File: src/rtl/pcle_count_reg_if.sv
// rtl/pcle_count_reg_if.sv - control and status bundle for the pcle counter stage
interface pcle_count_reg_if #(
  parameter int WIDTH = 8
);
  logic             load;
  logic [WIDTH-1:0] load_data;
  logic             cnt_en;
  logic             hold;
  logic             auto_reload;
  logic             wrap_clr;
  logic [WIDTH-1:0] count;
  logic [WIDTH-1:0] reload_q;
  logic             carry_out;
  logic             wrap_pulse;
  logic             wrap_sticky;

  modport master (
    output load, load_data, cnt_en, hold, auto_reload, wrap_clr,
    input  count, reload_q, carry_out, wrap_pulse, wrap_sticky
  );

  modport slave (
    input  load, load_data, cnt_en, hold, auto_reload, wrap_clr,
    output count, reload_q, carry_out, wrap_pulse, wrap_sticky
  );
endinterface

File: src/rtl/pcle_count_reg.sv
// rtl/pcle_count_reg.sv - registered loadable up-counter with auto-reload and wrap flags
module pcle_count_reg #(
  parameter int WIDTH     = 8,
  parameter bit RELOAD_EN = 1'b1
) (
  input logic              clk,
  input logic              rst_n,
  pcle_count_reg_if.slave  bus
);

  logic [WIDTH-1:0] count_q;
  logic [WIDTH-1:0] reload_q;
  logic             wrap_pulse_q;
  logic             wrap_sticky_q;
  logic             inc;
  logic             tc;
  logic             wrap;
  logic             use_reload;

  assign inc        = bus.cnt_en & ~bus.hold & ~bus.load;
  assign tc         = (count_q == {WIDTH{1'b1}});
  assign wrap       = inc & tc;
  assign use_reload = RELOAD_EN & bus.auto_reload;

  always_ff @(posedge clk or negedge rst_n) begin
    if (!rst_n) begin
      count_q       <= '0;
      reload_q      <= '0;
      wrap_pulse_q  <= 1'b0;
      wrap_sticky_q <= 1'b0;
    end else begin
      if (bus.load) begin
        count_q  <= bus.load_data;
        reload_q <= bus.load_data;
      end else if (wrap) begin
        count_q <= use_reload ? reload_q : '0;
      end else if (inc) begin
        count_q <= count_q + {{(WIDTH-1){1'b0}}, 1'b1};
      end

      wrap_pulse_q <= wrap;
      // A wrap on the same edge as wrap_clr must leave the flag set
      if (wrap) begin
        wrap_sticky_q <= 1'b1;
      end else if (bus.wrap_clr) begin
        wrap_sticky_q <= 1'b0;
      end
    end
  end

  assign bus.count       = count_q;
  assign bus.reload_q    = reload_q;
  assign bus.carry_out   = wrap;
  assign bus.wrap_pulse  = wrap_pulse_q;
  assign bus.wrap_sticky = wrap_sticky_q;

endmodule

File: src/flat_wrapper.sv
// flat-port wrapper written by rule: the top's interface ports become plain ports
module pcle_count_reg_flat 
#(
  parameter int WIDTH     = 8,
  parameter bit RELOAD_EN = 1'b1
)
  (clk, rst_n, bus_load, bus_load_data, bus_cnt_en, bus_hold, bus_auto_reload, bus_wrap_clr, bus_count, bus_reload_q, bus_carry_out, bus_wrap_pulse, bus_wrap_sticky);
  pcle_count_reg_if #(.WIDTH(WIDTH)) bus_i ();
  input logic clk;
  input logic rst_n;
  input wire logic [$bits(bus_i.load)-1:0] bus_load;
  input wire logic [$bits(bus_i.load_data)-1:0] bus_load_data;
  input wire logic [$bits(bus_i.cnt_en)-1:0] bus_cnt_en;
  input wire logic [$bits(bus_i.hold)-1:0] bus_hold;
  input wire logic [$bits(bus_i.auto_reload)-1:0] bus_auto_reload;
  input wire logic [$bits(bus_i.wrap_clr)-1:0] bus_wrap_clr;
  output wire logic [$bits(bus_i.count)-1:0] bus_count;
  output wire logic [$bits(bus_i.reload_q)-1:0] bus_reload_q;
  output wire logic [$bits(bus_i.carry_out)-1:0] bus_carry_out;
  output wire logic [$bits(bus_i.wrap_pulse)-1:0] bus_wrap_pulse;
  output wire logic [$bits(bus_i.wrap_sticky)-1:0] bus_wrap_sticky;
  assign bus_i.load = bus_load;
  assign bus_i.load_data = bus_load_data;
  assign bus_i.cnt_en = bus_cnt_en;
  assign bus_i.hold = bus_hold;
  assign bus_i.auto_reload = bus_auto_reload;
  assign bus_i.wrap_clr = bus_wrap_clr;
  assign bus_count = bus_i.count;
  assign bus_reload_q = bus_i.reload_q;
  assign bus_carry_out = bus_i.carry_out;
  assign bus_wrap_pulse = bus_i.wrap_pulse;
  assign bus_wrap_sticky = bus_i.wrap_sticky;
  pcle_count_reg #(.WIDTH(WIDTH), .RELOAD_EN(RELOAD_EN)) u_core (.clk(clk), .rst_n(rst_n), .bus(bus_i));
endmodule
File: config.mk
export PLATFORM = sky130hd
export DESIGN_NAME = pcle_count_reg_flat
export DESIGN_NICKNAME = d
export VERILOG_FILES = /design/src/rtl/pcle_count_reg_if.sv /design/src/rtl/pcle_count_reg.sv /design/src/flat_wrapper.sv
export SDC_FILE = /design/constraint.sdc
export NUM_CORES = 1
export LEC_CHECK = 0
export BUFFER_PORTS_ARGS = -buffer_cell sky130_fd_sc_hd__buf_2
export CAP_MARGIN = 20
export CORE_ASPECT_RATIO = 0.9
export CORE_UTILIZATION = 40
export DETAILED_ROUTE_END_ITERATION = 8
export PLACE_DENSITY = 0.66
export SKIP_CTS_REPAIR_TIMING = 1
export SYNTH_ARGS = -nofsm -noshare
export SYNTH_HDL_FRONTEND = slang
export SYNTH_SLANG_ARGS = --single-unit
File: constraint.sdc
create_clock -name clk -period 2.15 [get_ports clk]
set_clock_uncertainty 0.15 [all_clocks]
set_input_delay 0.215 -clock clk [delete_from_list [all_inputs] [get_ports clk]]
set_output_delay 0.215 -clock clk [all_outputs]
set_load 0.01 [all_outputs]
==> flow_metrics.env, run 1 <==
export IMPL_hold_viol=0
export IMPL_grt_pass1_wl_mm=3.61
export IMPL_gp_congestion=0.767
export IMPL_routed_wl_mm=2.21
export IMPL_hold_class="input pin to register"
export IMPL_dp_hpwl_mm=1.59
export IMPL_finalSetupViolations=0
export IMPL_critPathTopFamily="flip-flops"
export IMPL_tightest_slew_ps=495
export IMPL_peakVddDrop_mv=0.380
export IMPL_initial_core_util=0.435
export IMPL_leakagePower_uw=0.000565
export IMPL_path_clk_slew_ps=100
export IMPL_r2r_slack_ps=310
export IMPL_cts_htree_levels=1
export IMPL_core_um2=2220
export IMPL_die_w_um=53.8
export IMPL_syn_area_per_cell_um2=10.6
export IMPL_portBuffers=33
export IMPL_synth_distinct_cells=34
export IMPL_yosysTopAreaCell="dfrtp_1"
export IMPL_finalSetupTns_ps=0
export IMPL_outcome="complete, no violations"
export IMPL_ant_nets=0
export IMPL_synth_seq_cells=18
export IMPL_firstDrtPassIters=4
export IMPL_rsz0062_at_grt="no"
export IMPL_fin_nets=146
export IMPL_synth_xor_xnor_area_share=0.00907
export IMPL_postSynthNetCount=107
export IMPL_synth_common_cells="dfrtp_1, mux2_2, nor2_1"
export IMPL_finalMaxSlewViolations=0
export IMPL_grt_antenna_before_repair=0
export IMPL_path_cells="ha_1 > nand3_2 > nor4_4 > buf_2"
export IMPL_crit_path_start_kind="register"
export IMPL_synth_edff_count=0
export IMPL_ys_seq_area_frac=0.466
export IMPL_n_antenna_cell=0
export IMPL_maxSlewHeadroom=0.670
export IMPL_maxCapViolations=0
export IMPL_synth_compound_area_frac=0.215
export IMPL_syn_instance_count=91
export IMPL_fin_crit_sh=0.911
export IMPL_ioPinCount=34
export IMPL_area_delta_synth_final_pct=28.4
export IMPL_worstSetupPathType="register to output pin"
export IMPL_ys_async_sr_fraction=1.00
export IMPL_pwr_density_cell_nw_per_um2=647
export IMPL_cts_tree="built"
export IMPL_fmax_mhz=510
export IMPL_drive_gt1_frac=0.388
export IMPL_clock_sinks=18
export IMPL_track_usage=0.190
export IMPL_drt_iter0_markers=15
export IMPL_synth_top_family_by_area="compound AO/OA/AOI/OAI gates"
export IMPL_grt_overflow=0
export IMPL_synth_flop_cell="dfrtp_1"
export IMPL_synth_simple_area_share=0.180
export IMPL_num_rows=16
export IMPL_wire_per_inst_um=14.2
export IMPL_worstPathBufferInverterCount=1
export IMPL_n_fill_cell=203
export IMPL_grt_max_degree=22
export IMPL_end_kind="output pin"
export IMPL_die_y_um=48.6
export IMPL_worstPathMaxFanout=5
export IMPL_first_global_vias=772
export IMPL_syn_area_um2=966
export IMPL_final_core_util=0.558
export IMPL_die_area_um2=2620
export IMPL_dp_cells=148
export IMPL_cts_made_buffers=3
export IMPL_worstSkewPairLatency_ps=300
export IMPL_via_per_inst=5.57
export IMPL_fin_crit_ps=1960
export IMPL_synth_most_common_cell="dfrtp_1"
export IMPL_ys_top_cells_by_area="dfrtp_1, mux2_2, nand3_1"
export IMPL_holdWs_ps=17.0
export IMPL_slowest_stage="dfrtp_1"
export IMPL_synth_warnings=0
export IMPL_cts_buffer_depth=2
export IMPL_synth_fa_ha_area_frac=0.0130
export IMPL_cp_required_ps=1780
export IMPL_cts_root_buf="clkbuf_4"
export IMPL_drcViolationCount=0
export IMPL_instances_no_fill=156
export IMPL_cp_arrival_ps=1590
export IMPL_synthMuxAreaShare=0.0816
export IMPL_vias=869
export IMPL_yosysTopAreaCellShare=0.466
export IMPL_slowest_delay_ps=440
[power breakdown]
group	leakage [uW]	internal (uW)	switching (uW)	total, uW
clock	0.0000210	103	107	210
sequential	0.000212	370	38.7	408
combinational	0.000332	86.2	97.9	184
[kinds of logic (layout without fill, tap and decap cells)]
| group | after synthesis | after routing |
|---|---|---|
| compound gates | 28 | 28 |
| xor+xnor | 1 | 1 |
| fa+ha+maj | 1 | 1 |
| buf+inv | 8 | 46 |
| flops | 18 | 18 |
| mux | 7 | 7 |
| simple gates | 28 | 28 |
[routing by layer]
metal,share of wire,GRT usage,vias up
li1,-,-,420
met1,0.47,0.272,415
met2,0.45,0.265,32
met3,0.071,0.0755,2
met4,0.0054,0.0395,0
met5,0,0,-
[sequential cells by signal (all words and copies together), names as in the netlist]
register	count
u_core.bus.count	8
u_core.bus.wrap_sticky	1
u_core.bus.wrap_pulse	1
u_core.bus.reload_q	8
[layout make-up]
| cell class | count | area, um2 | share of cell area |
|---|---|---|---|
| timing repair buffer | 37 | 205 | 0.165 |
| sequential | 18 | 450 | 0.363 |
| inverter | 5 | 18.8 | 0.0151 |
| clock buffer | 4 | 36.3 | 0.0293 |
| multi-input combinational | 65 | 495 | 0.400 |
| tap | 27 | 33.8 | 0.0272 |
[worst register-to-register path, cell delays in order, from the launching register on]
cell and delay [ps]:
dfrtp_1 440, ha_1 250, nand3_2 180, nor4_4 380, a211oi_1 170, o31ai_2 200
[worst paths after layout]
| kind | from | end | cells after the start |
|---|---|---|---|
| max | u_core.bus.count[0] | bus_carry_out | 4 |
| min | bus_load_data[4] | u_core.bus.reload_q[4] | 2 |
| max reg2reg | u_core.bus.count[0] | u_core.bus.count[2] | 5 |
| min reg2reg | u_core.bus.wrap_sticky | u_core.bus.wrap_sticky | 1 |
| max in group asynchronous | rst_n | u_core.bus.wrap_pulse | 2 |
| min in group asynchronous | rst_n | u_core.bus.wrap_sticky | 2 |
[layout by cell type (no fill, tap or decap), types with 2 or more instances in the layout]
cell	Yosys	layout
buf_2	3	33
dfrtp_1	18	18
mux2_2	7	7
nor2_1	6	6
inv_1	5	5
nand2_1	5	5
nand3_1	5	4
o21ai_0	4	4
dlygate4sd3_1	0	4
nor3_1	3	3
a21oi_1	3	3
clkbuf_4	0	3
nor4_4	1	2
o21a_1	2	2
nor2b_1	2	2
a31oi_1	2	2
a21o_1	2	2
o22ai_1	2	2
a311oi_1	2	2
a2bb2oi_1	2	2
o31ai_2	2	2
[stage by stage]
step	worst slack (ps)	area [um2]	total power, uW
after CTS	49.2	1190	806
after global placement	409	1150	587
after global routing	75.2	1240	858
after detailed placement	289	1150	591
after floorplan	411	966	517
final	191	1240	802
Power figures use the tool's default switching activity.
==> inputs of run 2 (changes only) <==
--- a/config.mk
+++ b/config.mk
@@ -10,6 +10,7 @@
 export CORE_ASPECT_RATIO = 0.9
 export CORE_UTILIZATION = 40
 export DETAILED_ROUTE_END_ITERATION = 8
+export HOLD_SLACK_MARGIN = 0.06
 export PLACE_DENSITY = 0.66
 export SKIP_CTS_REPAIR_TIMING = 1
 export SYNTH_ARGS = -nofsm -noshare
==> run 2 against run 1 <==
Net effect: highest routed layer unchanged; global-route usage is the same; wire length grew 3.0%; die area is the same; clock power is essentially flat; cell count grew 3.8%; core utilization grew 2.7 points; power grew 0.99%.
==> flow_metrics.env, run 2 (synthesis results as in run 1) <==
export IMPL_worstPathBufferInverterCount=1
export IMPL_ioPinCount=34
export IMPL_instances_no_fill=162
export IMPL_dp_cells=148
export IMPL_clock_sinks=18
export IMPL_final_common_cell="buf_2"
export IMPL_vias=880
export IMPL_initial_core_util=0.435
export IMPL_critPathTopFamily="flip-flops"
export IMPL_first_global_vias=772
export IMPL_peakVddDrop_mv=0.381
export IMPL_die_area_um2=2620
export IMPL_fin_crit_sh=0.911
export IMPL_gp_congestion=0.767
export IMPL_cts_tree="built"
export IMPL_worstPathMaxFanout=5
export IMPL_n_antenna_cell=0
export IMPL_finalMaxSlewViolations=0
export IMPL_dp_hpwl_mm=1.59
export IMPL_routed_wl_mm=2.28
export IMPL_tightest_slew_ps=497
export IMPL_worst_r2r_endpoint="u_core.bus.count[2]"
export IMPL_holdCritStartpoint="bus_auto_reload"
export IMPL_crit_path_start_kind="register"
export IMPL_cts_buffer_depth=2
export IMPL_path_cells="ha_1 > nand3_2 > nor4_4 > buf_2"
export IMPL_drt_iter0_markers=11
export IMPL_slowest_delay_ps=440
export IMPL_cts_htree_levels=1
export IMPL_cts_made_buffers=3
export IMPL_grt_pass1_wl_mm=3.61
export IMPL_ant_nets=0
export IMPL_wire_per_inst_um=14.1
export IMPL_slowest_stage="dfrtp_1"
export IMPL_outcome="complete, no violations"
export IMPL_hold_class="input pin to register"
export IMPL_die_w_um=53.8
export IMPL_grt_overflow=0
export IMPL_core_um2=2220
export IMPL_maxSlewHeadroom=0.669
export IMPL_maxCapViolations=0
export IMPL_path_clk_slew_ps=100
export IMPL_track_usage=0.190
export IMPL_drcViolationCount=0
export IMPL_num_rows=16
export IMPL_cp_arrival_ps=1590
export IMPL_drive_gt1_frac=0.370
export IMPL_grt_antenna_before_repair=0
export IMPL_fin_nets=152
export IMPL_grt_max_degree=22
export IMPL_die_y_um=48.6
export IMPL_rsz0062_at_grt="no"
export IMPL_r2r_start="u_core.bus.count[0]"
export IMPL_worstSkewPairLatency_ps=290
export IMPL_most_common_layout_cells="buf_2, dfrtp_1, dlygate4sd3_1"
export IMPL_area_delta_synth_final_pct=34.6
export IMPL_min_to="u_core.bus.count[4]"
export IMPL_fmax_mhz=511
export IMPL_worstSetupPathType="register to output pin"
export IMPL_final_core_util=0.585
export IMPL_hold_viol=0
export IMPL_leakagePower_uw=0.000591
export IMPL_finalSetupTns_ps=0
export IMPL_end_kind="output pin"
export IMPL_finalSetupViolations=0
export IMPL_cp_required_ps=1780
export IMPL_fin_crit_ps=1960
export IMPL_via_per_inst=5.43
export IMPL_r2r_slack_ps=310
export IMPL_firstDrtPassIters=4
export IMPL_pwr_density_cell_nw_per_um2=623
export IMPL_whs_path_depth=3
export IMPL_portBuffers=33
export IMPL_reg2reg_depth=5
export IMPL_cts_root_buf="clkbuf_4"
export IMPL_cp_depth=4
## run 2: through the flow
step	power, uW	hold slack [ps]	area (um2)	setup WS (ps)
global placement	587	17.0	1150	409
detailed placement	591	18.9	1150	289
floorplan	517	-231	966	411
CTS	806	-313	1190	49.2
global route	868	101	1300	75.2
finish	810	88.8	1300	192
## run 2: report_power, final
part	internal (uW)	switching [uW]	total [uW]	leakage (uW)
Combinational	93.3	99.3	193	0.000358
Clock	103	106	209	0.0000210
Sequential	370	38.8	409	0.000212
## run 2: metal layers
| layer | global-route usage | up-vias | routed length [um] |
|---|---|---|---|
| met5 | 0 | - | 0 |
| met4 | 0.0395 | 0 | 12 |
| met3 | 0.0755 | 2 | 135 |
| met2 | 0.265 | 28 | 1030 |
| met1 | 0.272 | 417 | 1100 |
| li1 | - | 433 | - |
## run 2: layout make-up
class | count | area [um2]
fillers | 196 | 922
inverters | 5 | 18.8
well taps | 27 | 33.8
clock buffers | 4 | 36.3
repair buffers | 43 | 265
multi-input cells | 65 | 495
flip-flops and latches | 18 | 450
## run 2: worst max path at each step
stage / from / to
CTS: u_core.bus.count[0] / bus_carry_out
global route: u_core.bus.count[0] / bus_carry_out
floorplan: u_core.bus.count[0] / u_core.bus.count[4]
finish: u_core.bus.count[0] / bus_carry_out
detailed placement: u_core.bus.count[0] / u_core.bus.count[2]
global placement: u_core.bus.count[0] / u_core.bus.count[2]
## run 2: worst register-to-register path: stages, from the launching register on
cell      delay [ps]
dfrtp_1          440
ha_1             250
nand3_2          180
nor4_4           380
a211oi_1         170
o31ai_2          200
==> inputs of run 3 (changes only) <==
--- a/config.mk
+++ b/config.mk
@@ -5,13 +5,14 @@
 export SDC_FILE = /design/constraint.sdc
 export NUM_CORES = 1
 export LEC_CHECK = 0
+export ABC_AREA = 1
 export BUFFER_PORTS_ARGS = -buffer_cell sky130_fd_sc_hd__buf_2
 export CAP_MARGIN = 20
 export CORE_ASPECT_RATIO = 0.9
 export CORE_UTILIZATION = 40
 export DETAILED_ROUTE_END_ITERATION = 8
 export HOLD_SLACK_MARGIN = 0.06
-export PLACE_DENSITY = 0.66
+export PLACE_DENSITY_LB_ADDON = 0.05
 export SKIP_CTS_REPAIR_TIMING = 1
 export SYNTH_ARGS = -nofsm -noshare
 export SYNTH_HDL_FRONTEND = slang
==> run 3 against run 2 <==
Net effect: area after synthesis grew 18%; largest power group unchanged; critical path type unchanged; power is 11% higher; fmax rose by 1.0%; largest cell class unchanged.
==> flow_metrics.env, run 3 <==
export IMPL_worstSetupPathType="register to output pin"
export IMPL_drcViolationCount=0
export IMPL_synth_seq_cells=18
export IMPL_grt_max_degree=32
export IMPL_fin_crit_sh=0.901
export IMPL_ys_top_cells_by_area="dfrtp_1, nand2_1, inv_1"
export IMPL_die_area_um2=3070
export IMPL_yosysTopAreaCellShare=0.394
export IMPL_finalSetupViolations=0
export IMPL_grt_antenna_before_repair=0
export IMPL_cts_htree_levels=1
export IMPL_synth_top_family_by_area="simple AND/OR/NAND/NOR gates"
export IMPL_wire_per_inst_um=12.0
export IMPL_yosysTopAreaCell="dfrtp_1"
export IMPL_crit_path_start_kind="register"
export IMPL_ant_nets=0
export IMPL_drive_gt1_frac=0.270
export IMPL_vias=1123
export IMPL_grt_pass1_wl_mm=4.33
export IMPL_most_common_layout_cells="nand2_1, buf_2, inv_1"
export IMPL_pwr_density_cell_nw_per_um2=616
export IMPL_final_common_cell="nand2_1"
export IMPL_leakagePower_uw=0.000786
export IMPL_end_kind="output pin"
export IMPL_cts_buffer_depth=2
export IMPL_instances_no_fill=236
export IMPL_synth_edff_count=0
export IMPL_synth_distinct_cells=26
export IMPL_synth_xor_xnor_area_share=0.0153
export IMPL_drt_iter0_markers=43
export IMPL_maxCapViolations=0
export IMPL_die_w_um=58.3
export IMPL_synth_most_common_cell="nand2_1"
export IMPL_rsz0062_at_grt="no"
export IMPL_gp_congestion=0.840
export IMPL_first_global_vias=958
export IMPL_synth_warnings=0
export IMPL_hold_viol=0
export IMPL_syn_area_um2=1140
export IMPL_routed_wl_mm=2.83
export IMPL_tightest_slew_ps=481
export IMPL_portBuffers=33
export IMPL_ys_async_sr_fraction=1.00
export IMPL_ioPinCount=34
export IMPL_synth_flop_cell="dfrtp_1"
export IMPL_fin_crit_ps=1940
export IMPL_maxSlewHeadroom=0.679
export IMPL_track_usage=0.190
export IMPL_initial_core_util=0.419
export IMPL_finalSetupTns_ps=0
export IMPL_synthMuxAreaShare=0
export IMPL_cts_root_buf="clkbuf_4"
export IMPL_synth_compound_area_frac=0.112
export IMPL_finalMaxSlewViolations=0
export IMPL_synth_simple_area_share=0.345
export IMPL_cts_tree="built"
export IMPL_syn_instance_count=154
export IMPL_outcome="complete, no violations"
export IMPL_postSynthNetCount=170
export IMPL_grt_overflow=0
export IMPL_cts_made_buffers=3
export IMPL_dp_cells=222
export IMPL_worstPathMaxFanout=10
export IMPL_via_per_inst=4.76
export IMPL_area_delta_synth_final_pct=27.5
export IMPL_die_y_um=52.7
export IMPL_cp_required_ps=1780
export IMPL_clock_sinks=18
export IMPL_synth_fa_ha_area_frac=0.0110
export IMPL_peakVddDrop_mv=0.347
export IMPL_ys_seq_area_frac=0.394
export IMPL_cp_arrival_ps=1570
export IMPL_fin_nets=213
export IMPL_worstSkewPairLatency_ps=300
export IMPL_path_clk_slew_ps=110
export IMPL_hold_class="input pin to register"
export IMPL_dp_hpwl_mm=1.99
export IMPL_n_antenna_cell=0
export IMPL_firstDrtPassIters=6
export IMPL_core_um2=2730
export IMPL_synth_common_cells="nand2_1, inv_1, dfrtp_1, nor2_1, o21ai_0"
export IMPL_final_core_util=0.534
export IMPL_num_rows=18
export IMPL_syn_area_per_cell_um2=7.42
export IMPL_fmax_mhz=516
run 3: cell count changes after synthesis, sizes merged, moves of 7 or more:
cell / delta
o21ai: +7
inv: +19
nor2: +15
nand2: +33
mux2: -7
run 3: critical path: stages, from the launching register on:
cell and delay [ps]:
dfrtp_1 420, ha_1 200, nand2_2 130, nor2_8 230, nand2_2 90, clkinv_2 70
buf_2 120
run 3: path summary, 6_finish.rpt:
| check | start | end | slack (ps) | cells after the start |
|---|---|---|---|---|
| max | u_core.bus.count[1] | bus_carry_out | 210 | 6 |
| min | bus_auto_reload | u_core.bus.count[2] | 80 | 3 |
| max reg2reg | u_core.bus.count[1] | u_core.bus.count[6] | 550 | 8 |
| min reg2reg | u_core.bus.wrap_sticky | u_core.bus.wrap_sticky | 380 | 2 |
| max in group asynchronous | rst_n | u_core.bus.reload_q[6] | 1330 | 2 |
| min in group asynchronous | rst_n | u_core.bus.wrap_sticky | 230 | 2 |
run 3: cell type report:
type                    count  area (um2)
inverters                  25        95.1
flip-flops and latches     18         450
clock buffers               4        36.3
repair buffers             44         273
well taps                  40        50.0
fillers                   286        1270
multi-input cells         105         552
run 3: cell families after synthesis:
family | after synthesis
adders and majority gates | 1
and+or+nand+nor | 80
buffers and inverters | 31
xor gates and xnor gates | 2
AOI/OAI and AO/OA | 22
DFF | 18
run 3: routing by layer:
metal  up-vias  share of wire  global-route usage
met4         0              0              0.0476
li1        566              -                   -
met1       521           0.43               0.232
met3         0          0.053              0.0519
met5         -              0                   0
met2        36           0.51               0.330
run 3: through the flow:
step           worst slack [ps]  hold WS [ps]  cell area (um2)  total power (uW)
6_report                    212          79.3             1460               897
5_1_grt                    92.5          74.6             1460               964
3_5_place_dp                502          31.4             1320               669
3_3_place_gp                553          21.0             1320               665
2_1_floorplan               703          -231             1140               579
4_1_cts                     195          -320             1360               898
run 3: power by group:
group | total (uW) | internal, uW | switching [uW]
registers | 417 | 375 | 41.8
logic | 258 | 105 | 153
clock network | 222 | 103 | 119
total | 897 | 584 | 313
